`src/rtl/meu_pkg.sv`:
```
// rtl/meu_pkg.sv - shared types for the memory-unit writeback arbiter
package meu_pkg;

    typedef struct packed {
        logic        wr;
        logic [5:0]  dest;
        logic [31:0] data;
        logic [4:0]  rob;
    } wb_entry_t;

    typedef enum logic {
        SRC_LQ = 1'b0,
        SRC_MS = 1'b1
    } src_e;

endpackage

```
`src/rtl/mem_wb_arbiter_if.sv`:
```
// rtl/mem_wb_arbiter_if.sv - producer inputs and writeback/completion outputs of the arbiter
interface mem_wb_arbiter_if;
    logic        flush_i;
    logic        lq_vld_i;
    logic        lq_wr_i;
    logic [5:0]  lq_dest_i;
    logic [31:0] lq_data_i;
    logic [4:0]  lq_rob_i;
    logic        lq_rdy_o;
    logic        ms_vld_i;
    logic        ms_wr_i;
    logic [5:0]  ms_dest_i;
    logic [31:0] ms_data_i;
    logic [4:0]  ms_rob_i;
    logic        ms_rdy_o;
    logic        wb_we_o;
    logic [5:0]  wb_dest_o;
    logic [31:0] wb_data_o;
    logic        cmp_vld_o;
    logic [4:0]  cmp_rob_o;
    logic [15:0] conflict_cnt_o;

    modport slave (
        input  flush_i,
        input  lq_vld_i, lq_wr_i, lq_dest_i, lq_data_i, lq_rob_i,
        input  ms_vld_i, ms_wr_i, ms_dest_i, ms_data_i, ms_rob_i,
        output lq_rdy_o, ms_rdy_o,
        output wb_we_o, wb_dest_o, wb_data_o, cmp_vld_o, cmp_rob_o, conflict_cnt_o
    );

    modport master (
        output flush_i,
        output lq_vld_i, lq_wr_i, lq_dest_i, lq_data_i, lq_rob_i,
        output ms_vld_i, ms_wr_i, ms_dest_i, ms_data_i, ms_rob_i,
        input  lq_rdy_o, ms_rdy_o,
        input  wb_we_o, wb_dest_o, wb_data_o, cmp_vld_o, cmp_rob_o, conflict_cnt_o
    );
endinterface

```
`src/rtl/wb_skid_fifo.sv`:
```
// rtl/wb_skid_fifo.sv - small per-source skid FIFO holding results that lost arbitration
module wb_skid_fifo
    import meu_pkg::*;
#(
    parameter int DEPTH = 2
) (
    input  logic                       clk_i,
    input  logic                       clr_i,
    input  logic                       push_i,
    input  wb_entry_t                  push_data_i,
    input  logic                       pop_i,
    output wb_entry_t                  head_o,
    output logic [$clog2(DEPTH):0]     count_o,
    output logic                       full_o,
    output logic                       empty_o
);
    localparam int AW = $clog2(DEPTH);
    localparam int CW = AW + 1;

    wb_entry_t         mem_q [DEPTH];
    wb_entry_t         mem_d [DEPTH];
    logic [AW-1:0]     wptr_q, wptr_d;
    logic [AW-1:0]     rptr_q, rptr_d;
    logic [CW-1:0]     count_q, count_d;

    always_comb begin
        mem_d   = mem_q;
        wptr_d  = wptr_q;
        rptr_d  = rptr_q;
        count_d = count_q;
        if (clr_i) begin
            wptr_d  = '0;
            rptr_d  = '0;
            count_d = '0;
        end else begin
            if (push_i) begin
                mem_d[wptr_q] = push_data_i;
                wptr_d        = wptr_q + 1'b1;
            end
            if (pop_i) begin
                rptr_d = rptr_q + 1'b1;
            end
            count_d = count_q + CW'(push_i) - CW'(pop_i);
        end
    end

    always_ff @(posedge clk_i) begin
        mem_q   <= mem_d;
        wptr_q  <= wptr_d;
        rptr_q  <= rptr_d;
        count_q <= count_d;
    end

    assign head_o  = mem_q[rptr_q];
    assign count_o = count_q;
    assign full_o  = (count_q == CW'(DEPTH));
    assign empty_o = (count_q == '0);

endmodule

```
`src/rtl/mem_wb_arbiter.sv`:
```
// rtl/mem_wb_arbiter.sv - round-robin arbiter for the shared PRF write / completion port
module mem_wb_arbiter
    import meu_pkg::*;
#(
    parameter int DEPTH = 2
) (
    input  logic             cpu_clk_i,
    input  logic             cpu_rst_i,
    mem_wb_arbiter_if.slave  bus
);
    localparam int CW = $clog2(DEPTH) + 1;

    wb_entry_t   lq_in, ms_in, lq_head, ms_head, lq_sel, ms_sel;
    logic [CW-1:0] lq_count, ms_count;
    logic        lq_full, ms_full, lq_empty, ms_empty;
    logic        kill, lq_acc, ms_acc, lq_cand, ms_cand;
    logic        gnt_lq, gnt_ms, lq_push, ms_push, lq_pop, ms_pop;

    src_e        last_grant_q, last_grant_d;
    logic        cmp_vld_q, cmp_vld_d, wb_we_q, wb_we_d;
    logic [5:0]  dest_q, dest_d;
    logic [31:0] data_q, data_d;
    logic [4:0]  rob_q, rob_d;
    logic [15:0] cnt_q, cnt_d;

    assign lq_in = {bus.lq_wr_i, bus.lq_dest_i, bus.lq_data_i, bus.lq_rob_i};
    assign ms_in = {bus.ms_wr_i, bus.ms_dest_i, bus.ms_data_i, bus.ms_rob_i};

    assign kill    = bus.flush_i | cpu_rst_i;
    assign lq_acc  = bus.lq_vld_i & ~lq_full & ~kill;
    assign ms_acc  = bus.ms_vld_i & ~ms_full & ~kill;
    // A queued head always beats the incoming transfer so per-source order holds.
    assign lq_cand = ~lq_empty | lq_acc;
    assign ms_cand = ~ms_empty | ms_acc;
    assign lq_sel  = lq_empty ? lq_in : lq_head;
    assign ms_sel  = ms_empty ? ms_in : ms_head;

    always_comb begin
        gnt_lq = 1'b0;
        gnt_ms = 1'b0;
        if (!kill) begin
            if (lq_cand && ms_cand) begin
                gnt_lq = (last_grant_q == SRC_MS);
                gnt_ms = (last_grant_q == SRC_LQ);
            end else begin
                gnt_lq = lq_cand;
                gnt_ms = ms_cand;
            end
        end
    end

    assign lq_pop  = gnt_lq & ~lq_empty;
    assign ms_pop  = gnt_ms & ~ms_empty;
    assign lq_push = lq_acc & ~(gnt_lq & lq_empty);
    assign ms_push = ms_acc & ~(gnt_ms & ms_empty);

    wb_skid_fifo #(.DEPTH(DEPTH)) u_lq_fifo (
        .clk_i(cpu_clk_i), .clr_i(kill), .push_i(lq_push), .push_data_i(lq_in),
        .pop_i(lq_pop), .head_o(lq_head), .count_o(lq_count), .full_o(lq_full),
        .empty_o(lq_empty)
    );

    wb_skid_fifo #(.DEPTH(DEPTH)) u_ms_fifo (
        .clk_i(cpu_clk_i), .clr_i(kill), .push_i(ms_push), .push_data_i(ms_in),
        .pop_i(ms_pop), .head_o(ms_head), .count_o(ms_count), .full_o(ms_full),
        .empty_o(ms_empty)
    );

    always_comb begin
        last_grant_d = last_grant_q;
        cmp_vld_d    = 1'b0;
        wb_we_d      = 1'b0;
        dest_d       = dest_q;
        data_d       = data_q;
        rob_d        = rob_q;
        cnt_d        = cnt_q;
        if (gnt_lq) begin
            last_grant_d = SRC_LQ;
            cmp_vld_d    = 1'b1;
            wb_we_d      = lq_sel.wr;
            dest_d       = lq_sel.dest;
            data_d       = lq_sel.data;
            rob_d        = lq_sel.rob;
        end else if (gnt_ms) begin
            last_grant_d = SRC_MS;
            cmp_vld_d    = 1'b1;
            wb_we_d      = ms_sel.wr;
            dest_d       = ms_sel.dest;
            data_d       = ms_sel.data;
            rob_d        = ms_sel.rob;
        end
        if (lq_cand && ms_cand && !bus.flush_i && cnt_q != 16'hFFFF) begin
            cnt_d = cnt_q + 16'd1;
        end
    end

    always_ff @(posedge cpu_clk_i) begin
        if (cpu_rst_i) begin
            last_grant_q <= SRC_MS;
            cmp_vld_q    <= 1'b0;
            wb_we_q      <= 1'b0;
            dest_q       <= '0;
            data_q       <= '0;
            rob_q        <= '0;
            cnt_q        <= '0;
        end else begin
            last_grant_q <= last_grant_d;
            cmp_vld_q    <= cmp_vld_d;
            wb_we_q      <= wb_we_d;
            dest_q       <= dest_d;
            data_q       <= data_d;
            rob_q        <= rob_d;
            cnt_q        <= cnt_d;
        end
    end

    assert property (@(posedge cpu_clk_i) (lq_count <= CW'(DEPTH)) && (ms_count <= CW'(DEPTH)));

    assign bus.lq_rdy_o       = ~lq_full;
    assign bus.ms_rdy_o       = ~ms_full;
    assign bus.cmp_vld_o      = cmp_vld_q;
    assign bus.wb_we_o        = wb_we_q;
    assign bus.wb_dest_o      = dest_q;
    assign bus.wb_data_o      = data_q;
    assign bus.cmp_rob_o      = rob_q;
    assign bus.conflict_cnt_o = cnt_q;

endmodule

```
`src/flat_wrapper.sv`:
```
// flat-port wrapper written by rule: the top's interface ports become plain ports
module mem_wb_arbiter_flat import meu_pkg::*;
#(
    parameter int DEPTH = 2
)
  (cpu_clk_i, cpu_rst_i, bus_flush_i, bus_lq_vld_i, bus_lq_wr_i, bus_lq_dest_i, bus_lq_data_i, bus_lq_rob_i, bus_ms_vld_i, bus_ms_wr_i, bus_ms_dest_i, bus_ms_data_i, bus_ms_rob_i, bus_lq_rdy_o, bus_ms_rdy_o, bus_wb_we_o, bus_wb_dest_o, bus_wb_data_o, bus_cmp_vld_o, bus_cmp_rob_o, bus_conflict_cnt_o);
  mem_wb_arbiter_if bus_i ();
  input  logic cpu_clk_i;
  input  logic cpu_rst_i;
  input wire logic [$bits(bus_i.flush_i)-1:0] bus_flush_i;
  input wire logic [$bits(bus_i.lq_vld_i)-1:0] bus_lq_vld_i;
  input wire logic [$bits(bus_i.lq_wr_i)-1:0] bus_lq_wr_i;
  input wire logic [$bits(bus_i.lq_dest_i)-1:0] bus_lq_dest_i;
  input wire logic [$bits(bus_i.lq_data_i)-1:0] bus_lq_data_i;
  input wire logic [$bits(bus_i.lq_rob_i)-1:0] bus_lq_rob_i;
  input wire logic [$bits(bus_i.ms_vld_i)-1:0] bus_ms_vld_i;
  input wire logic [$bits(bus_i.ms_wr_i)-1:0] bus_ms_wr_i;
  input wire logic [$bits(bus_i.ms_dest_i)-1:0] bus_ms_dest_i;
  input wire logic [$bits(bus_i.ms_data_i)-1:0] bus_ms_data_i;
  input wire logic [$bits(bus_i.ms_rob_i)-1:0] bus_ms_rob_i;
  output wire logic [$bits(bus_i.lq_rdy_o)-1:0] bus_lq_rdy_o;
  output wire logic [$bits(bus_i.ms_rdy_o)-1:0] bus_ms_rdy_o;
  output wire logic [$bits(bus_i.wb_we_o)-1:0] bus_wb_we_o;
  output wire logic [$bits(bus_i.wb_dest_o)-1:0] bus_wb_dest_o;
  output wire logic [$bits(bus_i.wb_data_o)-1:0] bus_wb_data_o;
  output wire logic [$bits(bus_i.cmp_vld_o)-1:0] bus_cmp_vld_o;
  output wire logic [$bits(bus_i.cmp_rob_o)-1:0] bus_cmp_rob_o;
  output wire logic [$bits(bus_i.conflict_cnt_o)-1:0] bus_conflict_cnt_o;
  assign bus_i.flush_i = bus_flush_i;
  assign bus_i.lq_vld_i = bus_lq_vld_i;
  assign bus_i.lq_wr_i = bus_lq_wr_i;
  assign bus_i.lq_dest_i = bus_lq_dest_i;
  assign bus_i.lq_data_i = bus_lq_data_i;
  assign bus_i.lq_rob_i = bus_lq_rob_i;
  assign bus_i.ms_vld_i = bus_ms_vld_i;
  assign bus_i.ms_wr_i = bus_ms_wr_i;
  assign bus_i.ms_dest_i = bus_ms_dest_i;
  assign bus_i.ms_data_i = bus_ms_data_i;
  assign bus_i.ms_rob_i = bus_ms_rob_i;
  assign bus_lq_rdy_o = bus_i.lq_rdy_o;
  assign bus_ms_rdy_o = bus_i.ms_rdy_o;
  assign bus_wb_we_o = bus_i.wb_we_o;
  assign bus_wb_dest_o = bus_i.wb_dest_o;
  assign bus_wb_data_o = bus_i.wb_data_o;
  assign bus_cmp_vld_o = bus_i.cmp_vld_o;
  assign bus_cmp_rob_o = bus_i.cmp_rob_o;
  assign bus_conflict_cnt_o = bus_i.conflict_cnt_o;
  mem_wb_arbiter #(.DEPTH(DEPTH)) u_core (.cpu_clk_i(cpu_clk_i), .cpu_rst_i(cpu_rst_i), .bus(bus_i));
endmodule
```
`config.mk`:
```
export PLATFORM = sky130hd
export DESIGN_NAME = mem_wb_arbiter_flat
export DESIGN_NICKNAME = d
export VERILOG_FILES = /design/src/rtl/meu_pkg.sv /design/src/rtl/mem_wb_arbiter_if.sv /design/src/rtl/wb_skid_fifo.sv /design/src/rtl/mem_wb_arbiter.sv /design/src/flat_wrapper.sv
export SDC_FILE = /design/constraint.sdc
export NUM_CORES = 1
export LEC_CHECK = 0
export ABC_AREA = 1
export CAP_MARGIN = 15
export CORE_AREA = 4 4 170 172
export DETAILED_ROUTE_END_ITERATION = 10
export DIE_AREA = 0 0 174 176
export DONT_BUFFER_PORTS = 1
export PLACE_DENSITY = 0.61
export SYNTH_ARGS = -nofsm -noshare
export SYNTH_HDL_FRONTEND = slang
export SYNTH_SLANG_ARGS = --single-unit
export TNS_END_PERCENT = 50
```
`constraint.sdc`:
```
create_clock -name cpu_clk_i -period 8.7 [get_ports cpu_clk_i]
set_clock_uncertainty 0.1 [all_clocks]
set_input_delay 1.74 -clock cpu_clk_i [delete_from_list [all_inputs] [get_ports cpu_clk_i]]
set_output_delay 1.74 -clock cpu_clk_i [all_outputs]
set_load 0.01 [all_outputs]
```
# After elaboration in Yosys (flattened, before gate mapping)
# Index checks and enable logic that the tools add are counted.
# Widths: inputs -> output; s select.
classes:
  addsub: 9
  mul: 0
  n_div: 0
  order_cmp: 6
  eq_ne: 3
  shift: 0
  n_mux: 30
  bitwise_logic: 25
  n_reduce_logical: 11
ops:
  columns: ["op", "count"]
  rows:
  - ["$mux 44", 10]
  - ["$bwmux 88", 2]
  - ["$demux 44 s1", 2]
  - ["$mux 32", 2]
  - ["$add 16x1->16 const B", 1]
  - ["$ne 16x16->1 const B", 1]
  - ["$mux 6", 2]
  - ["$and 1x1->1", 10]
  - ["$mux 1", 10]
  - ["$mux 5", 2]
  - ["$ge 2x2->1 const B", 4]
  - ["$not 1->1", 8]
  - ["$not 1->2", 4]
  - ["$logic_and 1x1->1", 5]
  - ["$add 1x1->1 const B", 4]
  - ["$add 2x1->2", 2]
  - ["$eq 2x2->1 const B", 2]
  - ["$logic_not 2->1", 2]
  - ["$lt 2x1->1 const B", 2]
  - ["$reduce_and 2->1", 2]
  - ["$sub 2x1->2", 2]
  - ["$or 1x1->1", 3]
  - ["$reduce_bool 2->1", 1]
  - ["$logic_not 1->1", 1]
word_totals:
  ff_bits: 246
  latch_bits: 0
  ram_bits: 0
  romBits: 0
  in_bits: 93
  elab_cells: 113
  n_memories: 0

# Logic depth before layout (Yosys ltp)
# Gate-level depths: netlist of run 1.
logic_depth:
  depth_word: 13
  depth_mapped: 13
  mapped_depth_nobuf: 11

# Modules after synthesis
# From an unflattened synthesis of run 1, not the netlist that was laid out.
unflattened:
  hier_cells: 1040
  hier_area_um2: 11624.9
by_module_without_submodules:
  columns: ["mod", "instances", "cells_per_inst", "area_each_um2", "seq_area_each_um2"]
  rows:
  - ["wb_skid_fifo", 2, 167, 3580.9, 2722.6]
  - ["mem_wb_arbiter", 1, 706, 4463.0, 1241.2]

# Worst setup path before layout of run 1
# No wires, ideal clock.
synth_timing:
  path_kind: "in2reg"
  start: "input port cpu_rst_i"
  end: "register u_core.u_ms_fifo.mem_q[44] in the netlist's numbering, enable pin"
  arrival_time_ns: 4.284
  required_time_ns: 8.155
  path_slack_ns: 3.870
  path_stages: 8
  n_path_buf: 1
  cell_sequence: "buf_6 > nor2_8 > nand2_1 > nand2_1 > nand2_1 > a21oi_1 > inv_1 > nor2_1"
synth_between:
  elab_chain_cells: 11
synth_lines:
  columns: ["element", "line", "source"]
  rows:
  - ["start, declared", "flat_wrapper.sv:9", "input logic cpu_rst_i;"]
  - ["$or 1x1->1 *", "mem_wb_arbiter.sv:29", "assign kill = bus.flush_i | cpu_rst_i;"]
  - ["$not 1->1 (no line)", null, null]
  - ["$and 1x1->1 (on tied branches)", "mem_wb_arbiter.sv:30, mem_wb_arbiter.sv:31", null]
  - ["$or 1x1->1 (on tied branches)", "mem_wb_arbiter.sv:33, mem_wb_arbiter.sv:34", null]
  - ["$logic_and 1x1->1", "mem_wb_arbiter.sv:42", "if (lq_cand && ms_cand) begin"]
  - ["$mux 1", "mem_wb_arbiter.sv:42", null]
  - ["$mux 1", "mem_wb_arbiter.sv:41", "if (!kill) begin"]
  - ["$and 1x1->1", "mem_wb_arbiter.sv:55", "assign ms_push = ms_acc & ~(gnt_ms & ms_empty);"]
  - ["$not 1->1", "mem_wb_arbiter.sv:55", null]
  - ["$and 1x1->1", "mem_wb_arbiter.sv:55", null]
  - ["$reduce_and 2->1 (no line) *", null, null]
  - ["end signal, assigned", "wb_skid_fifo.sv:48", "mem_q <= mem_d;"]
  - ["end, declared", "wb_skid_fifo.sv:20", "wb_entry_t mem_q [DEPTH];"]
# Mark *: on every way between the ends. The rest lies on a longest branch, timed or not.
# A chain may end at the register's enable or synchronous reset.

# Worst setup path after layout of run 1
layout_timing:
  start: "input port bus_flush_i"
  end: "register u_core.data_q[5], in the netlist u_core.bus.wb_data_o[5]"
layout_between:
  elab_chain_cells: 8
layout_lines:
  columns: ["element", "line", "source"]
  rows:
  - ["start, declared", "flat_wrapper.sv:10", "input wire logic [$bits(bus_i.flush_i)-1:0] bus_flush_i;"]
  - ["$or 1x1->1 *", "mem_wb_arbiter.sv:29", null]
  - ["$not 1->1 (no line)", null, null]
  - ["$and 1x1->1 (on tied branches)", "mem_wb_arbiter.sv:30, mem_wb_arbiter.sv:31", null]
  - ["$or 1x1->1 (on tied branches)", "mem_wb_arbiter.sv:33, mem_wb_arbiter.sv:34", null]
  - ["$logic_and 1x1->1", "mem_wb_arbiter.sv:42", null]
  - ["$mux 1", "mem_wb_arbiter.sv:42", null]
  - ["$mux 1", "mem_wb_arbiter.sv:41", null]
  - ["$mux 32 or $reduce_bool 2->1 (tied branches)", null, null]
  - ["end signal, assigned", "mem_wb_arbiter.sv:111", "data_q <= data_d;"]
  - ["end, declared", "mem_wb_arbiter.sv:22", "logic [31:0] data_q, data_d;"]
# Marks and branches as above.

==> results.json, run 1 <==
{
  "run_status": "finished, final reports clean",
  "finalSetupViolCount": 0,
  "number_of_detailed_routing_iterations_run_before_antenna_repair": 6,
  "grt_pass1_wl_um": 42400,
  "clock_latency_ps": 530,
  "grt.overflow.total": 0,
  "grt_use_met3": 0.0535,
  "detailedRoute.firstIterationViolations": 554,
  "portion_of_the_post_synthesis_area_used_by_sequential_elements": 0.615,
  "final_layout_size_suffix_gt1_frac": 0.0761,
  "placedInstanceArea_um2": 11000,
  "critical_path_peak_fanout": 47,
  "finalHoldViolCount": 0,
  "synth_edf_count": 176,
  "period_minus_slack_ps": 3340,
  "synth_compound_area_frac": 0.0881,
  "detail_route.vias_per_cell": 5.09,
  "seq_area_um2": 6690,
  "period_share": 0.383,
  "cell_at_the_root_of_the_clock_tree": "sky130_fd_sc_hd__clkbuf_16",
  "synth-warning-count": 0,
  "die_area_um2": 30600,
  "timing.critical_path.arrival_ps": 3670,
  "place.gp.congestion": 0.800,
  "layout-area-overhead-vs-synth_pct": 10.4,
  "rsz0062_at_grt": "no",
  "fp-row-count": 61,
  "r2r_slack_ps": 5870,
  "h_tree_levels": 1,
  "postSynthNetCount": 1271,
  "most-common-layout-cells": "381 x sky130_fd_sc_hd__nand2_1, 176 x sky130_fd_sc_hd__edfxtp_1, 113 x sky130_fd_sc_hd__nor2_1, 111 x sky130_fd_sc_hd__inv_1, 85 x sky130_fd_sc_hd__a31oi_1",
  "postSynth.asyncResetShare": 0,
  "synthFlopType": "sky130_fd_sc_hd__edfxtp_1",
  "design.final.nets": 1246,
  "main_combinational_cell_family_by_area_after_synthesis": "simple AND/OR/NAND/NOR gates",
  "gr-max-usage-layer": "met2",
  "reg2reg_from": "u_core.u_ms_fifo.rptr_q",
  "worst_slack_on_hold_paths_ps": 429,
  "syn_inst_count": 1173,
  "timing.max_slew.rel_slack": 0.215,
  "die_w_um": 174,
  "synth.lib_cells_used.distinct": 30,
  "synth-simple-area-share": 0.211,
  "post_synth_mux_area_share": 0,
  "route.detailed.drc": 0,
  "path_clk_slew_ps": 60,
  "post-route-cell-area_um2": 12000,
  "grt_use_met1": 0.223,
  "cts-buffers-inserted": 28,
  "synth_xor_area_frac": 0.00645,
  "post_cts_repair_timing_setup_buffer_count": 0,
  "endpoint_kind": "flop",
  "antennaDiodeCount": 0,
  "floorplan.initialDensity": 0.396,
  "drtAntennaViolNets": 0,
  "numClockSinks": 246,
  "crit_path_start": "bus_flush_i",
  "setup.worst_path.end": "u_core.bus.wb_data_o[5]",
  "yosys_register_bits": 246,
  "timing.fmax_ghz": 0.300,
  "setup.worst_path.start_class": "input port",
  "vdd.ir_drop.worst_v": 0.000146,
  "mostFrequentLayoutCell": "sky130_fd_sc_hd__nand2_1",
  "tritoncts_clock_tree": "done",
  "leakagePower_uw": 0.00479,
  "globalRouteMet2Util": 0.284,
  "syn_area_um2": 10900,
  "fillCellCount": 2619,
  "die-height_um": 176,
  "core-area_um2": 27500,
  "min-delay-path-class": "flop to flop",
  "first_global_vias": 7536,
  "max_slew.worst_pin.slew_ps": 1180,
  "cts_hold_buffers": 0,
  "gr-usage-all-layers": 0.173,
  "power.total_uw": 2650,
  "synth_area_per_cell_um2": 9.27,
  "area_occupied_by_multi_input_gates_um2": 3410,
  "crit-reg2reg-capture": "u_core.bus.cmp_rob_o[0]",
  "totalNegativeSetupSlack_ps": 0,
  "detailroute.via_count": 7717,
  "cap_viol_max_count": 0,
  "synth-adder-area-share": 0.00576,
  "pwr_density_cell_nw_per_um2": 221,
  "post_cts.resized_instances": 0,
  "post-dp-hpwl_um": 15900,
  "place.port_buffers": 0,
  "fin_util": 0.437,
  "antenna_found_initial": 0,
  "critical_path_class": "input port to flop",
  "floorplan.io_pins": 156,
  "worstRegToRegCells": 7,
  "max-clock-path-buffers": 3,
  "finalMaxSlewViolations": 0,
  "wire_per_inst_um": 17.9,
  "timing.critical_path.required_ps": 9040,
  "wirelength_um": 27100,
  "grt_max_degree": 89
}
report_power, final:
group | internal (uW) | switching (uW) | total [uW]
Sequential | 1280 | 24.1 | 1310
Clock | 756 | 475 | 1230
Combinational | 39.5 | 76.5 | 116
Total | 2080 | 576 | 2650
sequential cells by signal (all words and copies together) (netlist names):
name / cells
u_core.bus.wb_dest_o: 6
u_core.u_lq_fifo.count_o: 2
u_core.u_ms_fifo.wptr_q: 1
u_core.u_lq_fifo.wptr_q: 1
u_core.bus.conflict_cnt_o: 16
u_core.last_grant_q: 1
u_core.u_lq_fifo.rptr_q: 1
u_core.u_ms_fifo.rptr_q: 1
u_core.bus.cmp_rob_o: 5
u_core.bus.wb_we_o: 1
u_core.bus.cmp_vld_o: 1
u_core.u_lq_fifo.mem_q: 88
u_core.bus.wb_data_o: 32
u_core.u_ms_fifo.count_o: 2
u_core.u_ms_fifo.mem_q: 88
per-layer routing:
layer / up-vias / routed length, um
met1: 3638 / 11900
li1: 3834 / -
met3: 55 / 2060
met5: - / 0
met4: 0 / 671
met2: 190 / 12500
worst min path at each step:
stage,from,to,cells past startpoint
floorplan,u_core.u_lq_fifo.wptr_q,u_core.u_lq_fifo.wptr_q,2
global placement,u_core.last_grant_q,u_core.last_grant_q,2
detailed placement,u_core.last_grant_q,u_core.last_grant_q,2
CTS,u_core.last_grant_q,u_core.last_grant_q,2
global route,u_core.last_grant_q,u_core.last_grant_q,2
finish,u_core.last_grant_q,u_core.last_grant_q,2
cell families (layout without fill, tap and decap cells):
group	Yosys count	in the layout
flops	246	246
xor+xnor	8	8
fa+ha+maj	5	5
simple gates	573	573
buf+inv	180	177
compound gates	161	161
per-stage QoR:
step	worst slack [ps]	instances
after global placement	4800	1464
final	5360	1516
after floorplan	3870	1173
after CTS	5330	1516
after global routing	5170	1516
after detailed placement	4760	1464
cell type report:
cell class	instances	area share
multi-input cells	747	0.284
well taps	346	0.0361
repair buffers	7	0.00438
clock inverters	19	0.0195
clock buffers	33	0.0616
inverters	118	0.0369
flip-flops and latches	246	0.558
worst max-delay path, stage by stage:
cell and delay [ps]:
sky130_fd_sc_hd__nor2_8 130, sky130_fd_sc_hd__nand2_1 60, sky130_fd_sc_hd__nand2_1 70, sky130_fd_sc_hd__nand2_1 80
sky130_fd_sc_hd__nand2_2 60, sky130_fd_sc_hd__buf_4 500, sky130_fd_sc_hd__inv_2 540, sky130_fd_sc_hd__nand2_1 190
sky130_fd_sc_hd__nand3_1 90, sky130_fd_sc_hd__nand2_1 110, sky130_fd_sc_hd__inv_1 40
synthesized netlist by cell type, types with 6 or more instances:
master / n / area, um2
sky130_fd_sc_hd__nor2_2: 6 / 37.5
sky130_fd_sc_hd__inv_1: 113 / 424
sky130_fd_sc_hd__buf_2: 17 / 85.1
sky130_fd_sc_hd__a31oi_1: 85 / 532
sky130_fd_sc_hd__dfxtp_1: 70 / 1400
sky130_fd_sc_hd__nor2_1: 115 / 432
sky130_fd_sc_hd__edfxtp_1: 176 / 5290
sky130_fd_sc_hd__nand3_1: 57 / 285
sky130_fd_sc_hd__buf_6: 13 / 146
sky130_fd_sc_hd__nand2_1: 382 / 1430
sky130_fd_sc_hd__a21oi_2: 11 / 96.3
sky130_fd_sc_hd__o21ai_0: 49 / 245
sky130_fd_sc_hd__clkbuf_1: 26 / 97.6
sky130_fd_sc_hd__a21oi_1: 13 / 65.1
Note: power is estimated with default switching activity, not from simulation.
==> run 2: changes to the inputs <==
Clock period 8.7 ns to 3.2 ns, I/O delays scaled along.
==> run 2 against run 1 <==
  * First-iteration DRC count down 3.8%
  * Hold slack worse by 360 ps
  * Register-to-register slack worse by 4900 ps
  * Non-clock buffer count up 8
  * Clock-buffer cell count up 9
  * Die area unchanged
  * Sequential share of layout area down 0.23 points
==> results.json, run 2 (synthesis gave the netlist of run 1 again) <==
{
  "timing.fmax_ghz": 0.444,
  "die_w_um": 174,
  "setup.worst_path.start_class": "flop",
  "finalSetupViolCount": 0,
  "leakagePower_uw": 0.00480,
  "min_to": "u_core.bus.conflict_cnt_o[1]",
  "critical_path.slowest_cell": "sky130_fd_sc_hd__dfxtp_1",
  "die_area_um2": 30600,
  "design.final.nets": 1254,
  "post-dp-hpwl_um": 17100,
  "cell_at_the_root_of_the_clock_tree": "sky130_fd_sc_hd__clkbuf_16",
  "floorplan.initialDensity": 0.396,
  "finalHoldViolCount": 0,
  "place.port_buffers": 0,
  "die-height_um": 176,
  "rsz0062_at_grt": "no",
  "holdCritStartpoint": "cpu_rst_i",
  "most-common-layout-cells": "381 x sky130_fd_sc_hd__nand2_1, 176 x sky130_fd_sc_hd__edfxtp_1, 113 x sky130_fd_sc_hd__nor2_1, 110 x sky130_fd_sc_hd__inv_1, 85 x sky130_fd_sc_hd__a31oi_1",
  "cts_hold_buffers": 0,
  "critical_path_class": "flop to flop",
  "max-clock-path-buffers": 3,
  "run_status": "finished, final reports clean",
  "path_clk_slew_ps": 60,
  "number_of_detailed_routing_iterations_run_before_antenna_repair": 4,
  "critical_path_peak_fanout": 18,
  "finalMaxSlewViolations": 0,
  "cts-buffers-inserted": 28,
  "drtAntennaViolNets": 0,
  "layoutNonFillerInstCount": 1524,
  "tritoncts_clock_tree": "done",
  "detailroute.via_count": 7795,
  "post_cts.resized_instances": 0,
  "detailedRoute.firstIterationViolations": 533,
  "post_cts_repair_timing_setup_buffer_count": 0,
  "timing.critical_path.required_ps": 3570,
  "antenna_found_initial": 0,
  "fp-row-count": 61,
  "clock_latency_ps": 540,
  "crit_chain": "nor2_2 > a21oi_2 > nand2_2 > nor2_2 > ha_1 > inv_1 > ha_1 > or2_2 > a21oi_1",
  "wire_per_inst_um": 18.1,
  "period_share": 0.704,
  "grt_pass1_wl_um": 42900,
  "antennaDiodeCount": 0,
  "max_slew.worst_pin.slew_ps": 953,
  "numClockSinks": 246,
  "pwr_density_cell_nw_per_um2": 583,
  "hold_depth": 1,
  "crit-reg2reg-capture": "u_core.u_lq_fifo.count_o[1]",
  "grt.overflow.total": 0,
  "first_global_vias": 7535,
  "reg2reg_from": "u_core.u_lq_fifo.count_o[1]",
  "grt_max_degree": 88,
  "dp.cells": 1472,
  "detail_route.vias_per_cell": 5.11,
  "layout-area-overhead-vs-synth_pct": 10.8,
  "power.total_uw": 7030,
  "worstRegToRegCells": 9,
  "core-area_um2": 27500,
  "endpoint_kind": "flop",
  "timing.critical_path.arrival_ps": 2630,
  "wirelength_um": 27600,
  "h_tree_levels": 1,
  "route.detailed.drc": 0,
  "r2r_slack_ps": 950,
  "timing.max_slew.rel_slack": 0.365,
  "final_layout_size_suffix_gt1_frac": 0.0772,
  "place.gp.congestion": 0.827,
  "min-delay-path-class": "input port to flop",
  "gr-usage-all-layers": 0.175,
  "period_minus_slack_ps": 2250,
  "floorplan.io_pins": 156,
  "mostFrequentLayoutCell": "sky130_fd_sc_hd__nand2_1",
  "cap_viol_max_count": 0,
  "delay_of_the_slowest_critical_path_stage_ps": 350,
  "vdd.ir_drop.worst_v": 0.000421
}
==> run 2: cell types whose count changed in the layout (fill, tap and decap cells not counted), moves of 3 or more <==
| cell | delta |
|---|---|
| sky130_fd_sc_hd__clkinv_2 | -5 |
| sky130_fd_sc_hd__buf_4 | +4 |
| sky130_fd_sc_hd__buf_12 | +4 |
| sky130_fd_sc_hd__clkbuf_1 | +7 |
| sky130_fd_sc_hd__bufinv_16 | -3 |
==> run 2: where the power goes <==
group	internal [uW]	switching, uW
clock network	1900	1250
registers	3490	65.4
logic	116	212
==> run 2: worst max-delay path by stage <==
stage / startpoint / to
after floorplan: cpu_rst_i / u_core.u_lq_fifo.mem_q[44]
after global placement: bus_flush_i / u_core.u_ms_fifo.mem_q[7]
after detailed placement: bus_flush_i / u_core.u_lq_fifo.count_o[1]
after CTS: u_core.u_lq_fifo.count_o[1] / u_core.u_lq_fifo.count_o[1]
after global routing: u_core.u_ms_fifo.count_o[1] / u_core.u_lq_fifo.count_o[1]
final: u_core.u_lq_fifo.count_o[1] / u_core.u_lq_fifo.count_o[1]
==> run 2: layout make-up <==
| type | count | area [um2] |
|---|---|---|
| fill | 2675 | 15400 |
| clock inverter | 10 | 108 |
| tap | 346 | 433 |
| clock buffer | 42 | 805 |
| timing repair buffer | 15 | 163 |
| inverter | 118 | 443 |
| multi-input combinational | 747 | 3410 |
| sequential | 246 | 6690 |
==> run 2: worst max-delay path: cells and delay by family, from the launching register on <==
kind            cells  cell delay, ps
compound gates      2             240
fa+ha+maj           2             450
buf+inv             1              30
flops               1             350
simple gates        4            1000
==> run 2: metrics by stage <==
| step | hold WS (ps) | TNS, ps | area [um2] | utilization | worst slack, ps |
|---|---|---|---|---|---|
| floorplan | 375 | -19190 | 10900 | - | -436 |
| global placement | 402 | 0 | 11100 | 0.405 | 724 |
| detailed placement | 412 | 0 | 11100 | 0.405 | 710 |
| CTS | 41.6 | 0 | 12000 | 0.438 | 902 |
| global route | 46.7 | 0 | 12000 | 0.438 | 671 |
| finish | 67.7 | 0 | 12000 | 0.438 | 948 |
==> run 2: routing by layer <==
metal  vias to the layer above  wire length, um  track usage
met3                        34             2300       0.0557
met1                      3695            11700        0.222
met5                         -                0            0
met4                         0              504       0.0383
li1                       3846                -            -
met2                       220            13000        0.295
==> run 3: changes to the inputs <==
Clock period 3.2 ns to 2.1 ns, I/O delays scaled along.
==> run 3 against run 2 <==
  * Die area unchanged
  * Clock-buffer cell count decreased by 7
  * Combinational power increased by 110%
  * Fmax increased by 15%
  * First-iteration DRC count increased by 27%
  * Power increased by 59%
  * Flip-flop and latch count unchanged
  * Sequential share of layout area decreased by 5.5 points
  * Final cell count increased by 8.0%
  * Largest power group unchanged
  * Final area increased by 11%
  * Global-route usage increased by 0.66 points
==> results.json, run 3 (synthesis gave the netlist of run 1 again) <==
{
  "critical_path_class": "flop to flop",
  "mostFrequentLayoutCell": "sky130_fd_sc_hd__nand2_1",
  "cpLargestDelayFamily": "simple AND/OR/NAND/NOR gates",
  "wire_per_inst_um": 17.2,
  "clock_latency_ps": 530,
  "timing.critical_path.arrival_ps": 2270,
  "design.final.nets": 1377,
  "leakagePower_uw": 0.00540,
  "layoutNonFillerInstCount": 1646,
  "post-dp-hpwl_um": 17900,
  "critical_path_peak_fanout": 3,
  "crit_chain": "ha_1 > nand2_1 > nor2_4 > nand3_1 > nor2_2 > nand3_1 > nand2_1 > nor2_1 > dlygate4sd3_1",
  "delay_of_the_slowest_critical_path_stage_ps": 540,
  "finalMaxSlewViolations": 0,
  "cell_at_the_root_of_the_clock_tree": "sky130_fd_sc_hd__clkbuf_16",
  "finalHoldViolCount": 0,
  "drtAntennaViolNets": 0,
  "grt.overflow.total": 0,
  "period_share": 0.934,
  "fp-row-count": 61,
  "timing.fmax_ghz": 0.510,
  "gr-usage-all-layers": 0.181,
  "detailedRoute.firstIterationViolations": 677,
  "die_w_um": 174,
  "max-clock-path-buffers": 3,
  "route.detailed.drc": 0,
  "totalNegativeSetupSlack_ps": 0,
  "tritoncts_clock_tree": "done",
  "cts-buffers-inserted": 27,
  "floorplan.initialDensity": 0.396,
  "core-area_um2": 27500,
  "fillCellCount": 2560,
  "setup.worst_path.start_class": "flop",
  "final_layout_size_suffix_gt1_frac": 0.101,
  "numClockSinks": 246,
  "antennaDiodeCount": 0,
  "detailroute.via_count": 8229,
  "timing.critical_path.required_ps": 2410,
  "critical_path.slowest_cell": "sky130_fd_sc_hd__dlygate4sd3_1",
  "endpoint_kind": "flop",
  "detail_route.vias_per_cell": 5.00,
  "floorplan.io_pins": 156,
  "rsz0062_at_grt": "yes",
  "max_slew.worst_pin.slew_ps": 798,
  "seq_area_um2": 6690,
  "placement.setup.worst_slack_ps": 12.5,
  "layout-area-overhead-vs-synth_pct": 23.0,
  "path_clk_slew_ps": 60,
  "post_cts_repair_timing_setup_buffer_count": 0,
  "die-height_um": 176,
  "pwr_density_cell_nw_per_um2": 835,
  "cap_viol_max_count": 0,
  "run_status": "finished, final reports clean",
  "wirelength_um": 28400,
  "first_global_vias": 7905,
  "critPathBufInv": 1,
  "grt_max_degree": 88,
  "period_minus_slack_ps": 1960,
  "most-common-layout-cells": "380 x sky130_fd_sc_hd__nand2_1, 176 x sky130_fd_sc_hd__edfxtp_1, 112 x sky130_fd_sc_hd__nor2_1, 110 x sky130_fd_sc_hd__inv_1, 90 x sky130_fd_sc_hd__dlygate4sd3_1",
  "vdd.ir_drop.worst_v": 0.000563,
  "number_of_detailed_routing_iterations_run_before_antenna_repair": 7,
  "min-delay-path-class": "input port to flop",
  "h_tree_levels": 1,
  "postLayoutSetupSlackWorst_ps": 138,
  "place.gp.congestion": 0.835,
  "antenna_found_initial": 0,
  "grt_pass1_wl_um": 44700,
  "area_occupied_by_multi_input_gates_um2": 3420,
  "place.port_buffers": 0,
  "dp.cells": 1505,
  "finalSetupViolCount": 0,
  "timing.max_slew.rel_slack": 0.468,
  "die_area_um2": 30600
}
run 3: changes by cell type in the layout (fill, tap and decap cells not counted), moves of 3 or more:
| cell | delta |
|---|---|
| sky130_fd_sc_hd__bufinv_16 | +3 |
| sky130_fd_sc_hd__dlygate4sd3_1 | +90 |
| sky130_fd_sc_hd__nand2_2 | +3 |
| sky130_fd_sc_hd__clkbuf_1 | -6 |
| sky130_fd_sc_hd__buf_4 | +25 |
| sky130_fd_sc_hd__buf_12 | +8 |
run 3: where the power goes:
group	switching (uW)	internal [uW]	total (uW)
Clock	1900	3140	5040
Combinational	395	308	703
Sequential	111	5310	5420
run 3: final cells by class:
class / instances / area share
Sequential cell: 246 / 0.500
Tap cell: 346 / 0.0324
Multi-Input combinational cell: 747 / 0.256
Clock buffer: 35 / 0.0566
Clock inverter: 15 / 0.0150
Inverter: 118 / 0.0337
Timing Repair Buffer: 139 / 0.106
run 3: through the flow:
step	area, um2	hold slack (ps)	util	power (uW)
finish	13400	28.8	0.487	11200
detailed placement	11500	388	0.418	6050
CTS	13400	14.0	0.486	11300
global route	13400	37.5	0.487	11500
global placement	11500	385	0.418	6050
floorplan	10900	385	-	5910
run 3: worst paths after layout:
| kind | from | slack, ps | to | cells after the start |
|---|---|---|---|---|
| worst min-delay path | cpu_rst_i | 30 | u_core.u_ms_fifo.count_o[0] | 3 |
| worst max-delay path | u_core.bus.conflict_cnt_o[0] | 140 | u_core.bus.conflict_cnt_o[12] | 9 |
| worst max register to register | u_core.bus.conflict_cnt_o[0] | 140 | u_core.bus.conflict_cnt_o[12] | 9 |
| worst min register to register | u_core.last_grant_q | 430 | u_core.last_grant_q | 2 |
run 3: layer usage:
metal	global-route usage	part of all wire	vias to the layer above
met5	0	0	-
met4	0.0432	0.020	0
met1	0.273	0.48	3819
met2	0.266	0.43	270
li1	-	-	4100
met3	0.0424	0.071	40
run 3: worst register-to-register path, cell delays in order (launching register included):
cell	delay, ps
sky130_fd_sc_hd__dfxtp_1	340
sky130_fd_sc_hd__ha_1	200
sky130_fd_sc_hd__nand2_1	120
sky130_fd_sc_hd__nor2_4	140
sky130_fd_sc_hd__nand3_1	100
sky130_fd_sc_hd__nor2_2	120
sky130_fd_sc_hd__nand3_1	80
sky130_fd_sc_hd__nand2_1	70
sky130_fd_sc_hd__nor2_1	30
sky130_fd_sc_hd__dlygate4sd3_1	540
run 3: timing repair:
action	CTS	global route
gates resized for setup	0	7
endpoints found under the hold margin	193	0
setup endpoints to repair	0	10
hold buffers	91	0
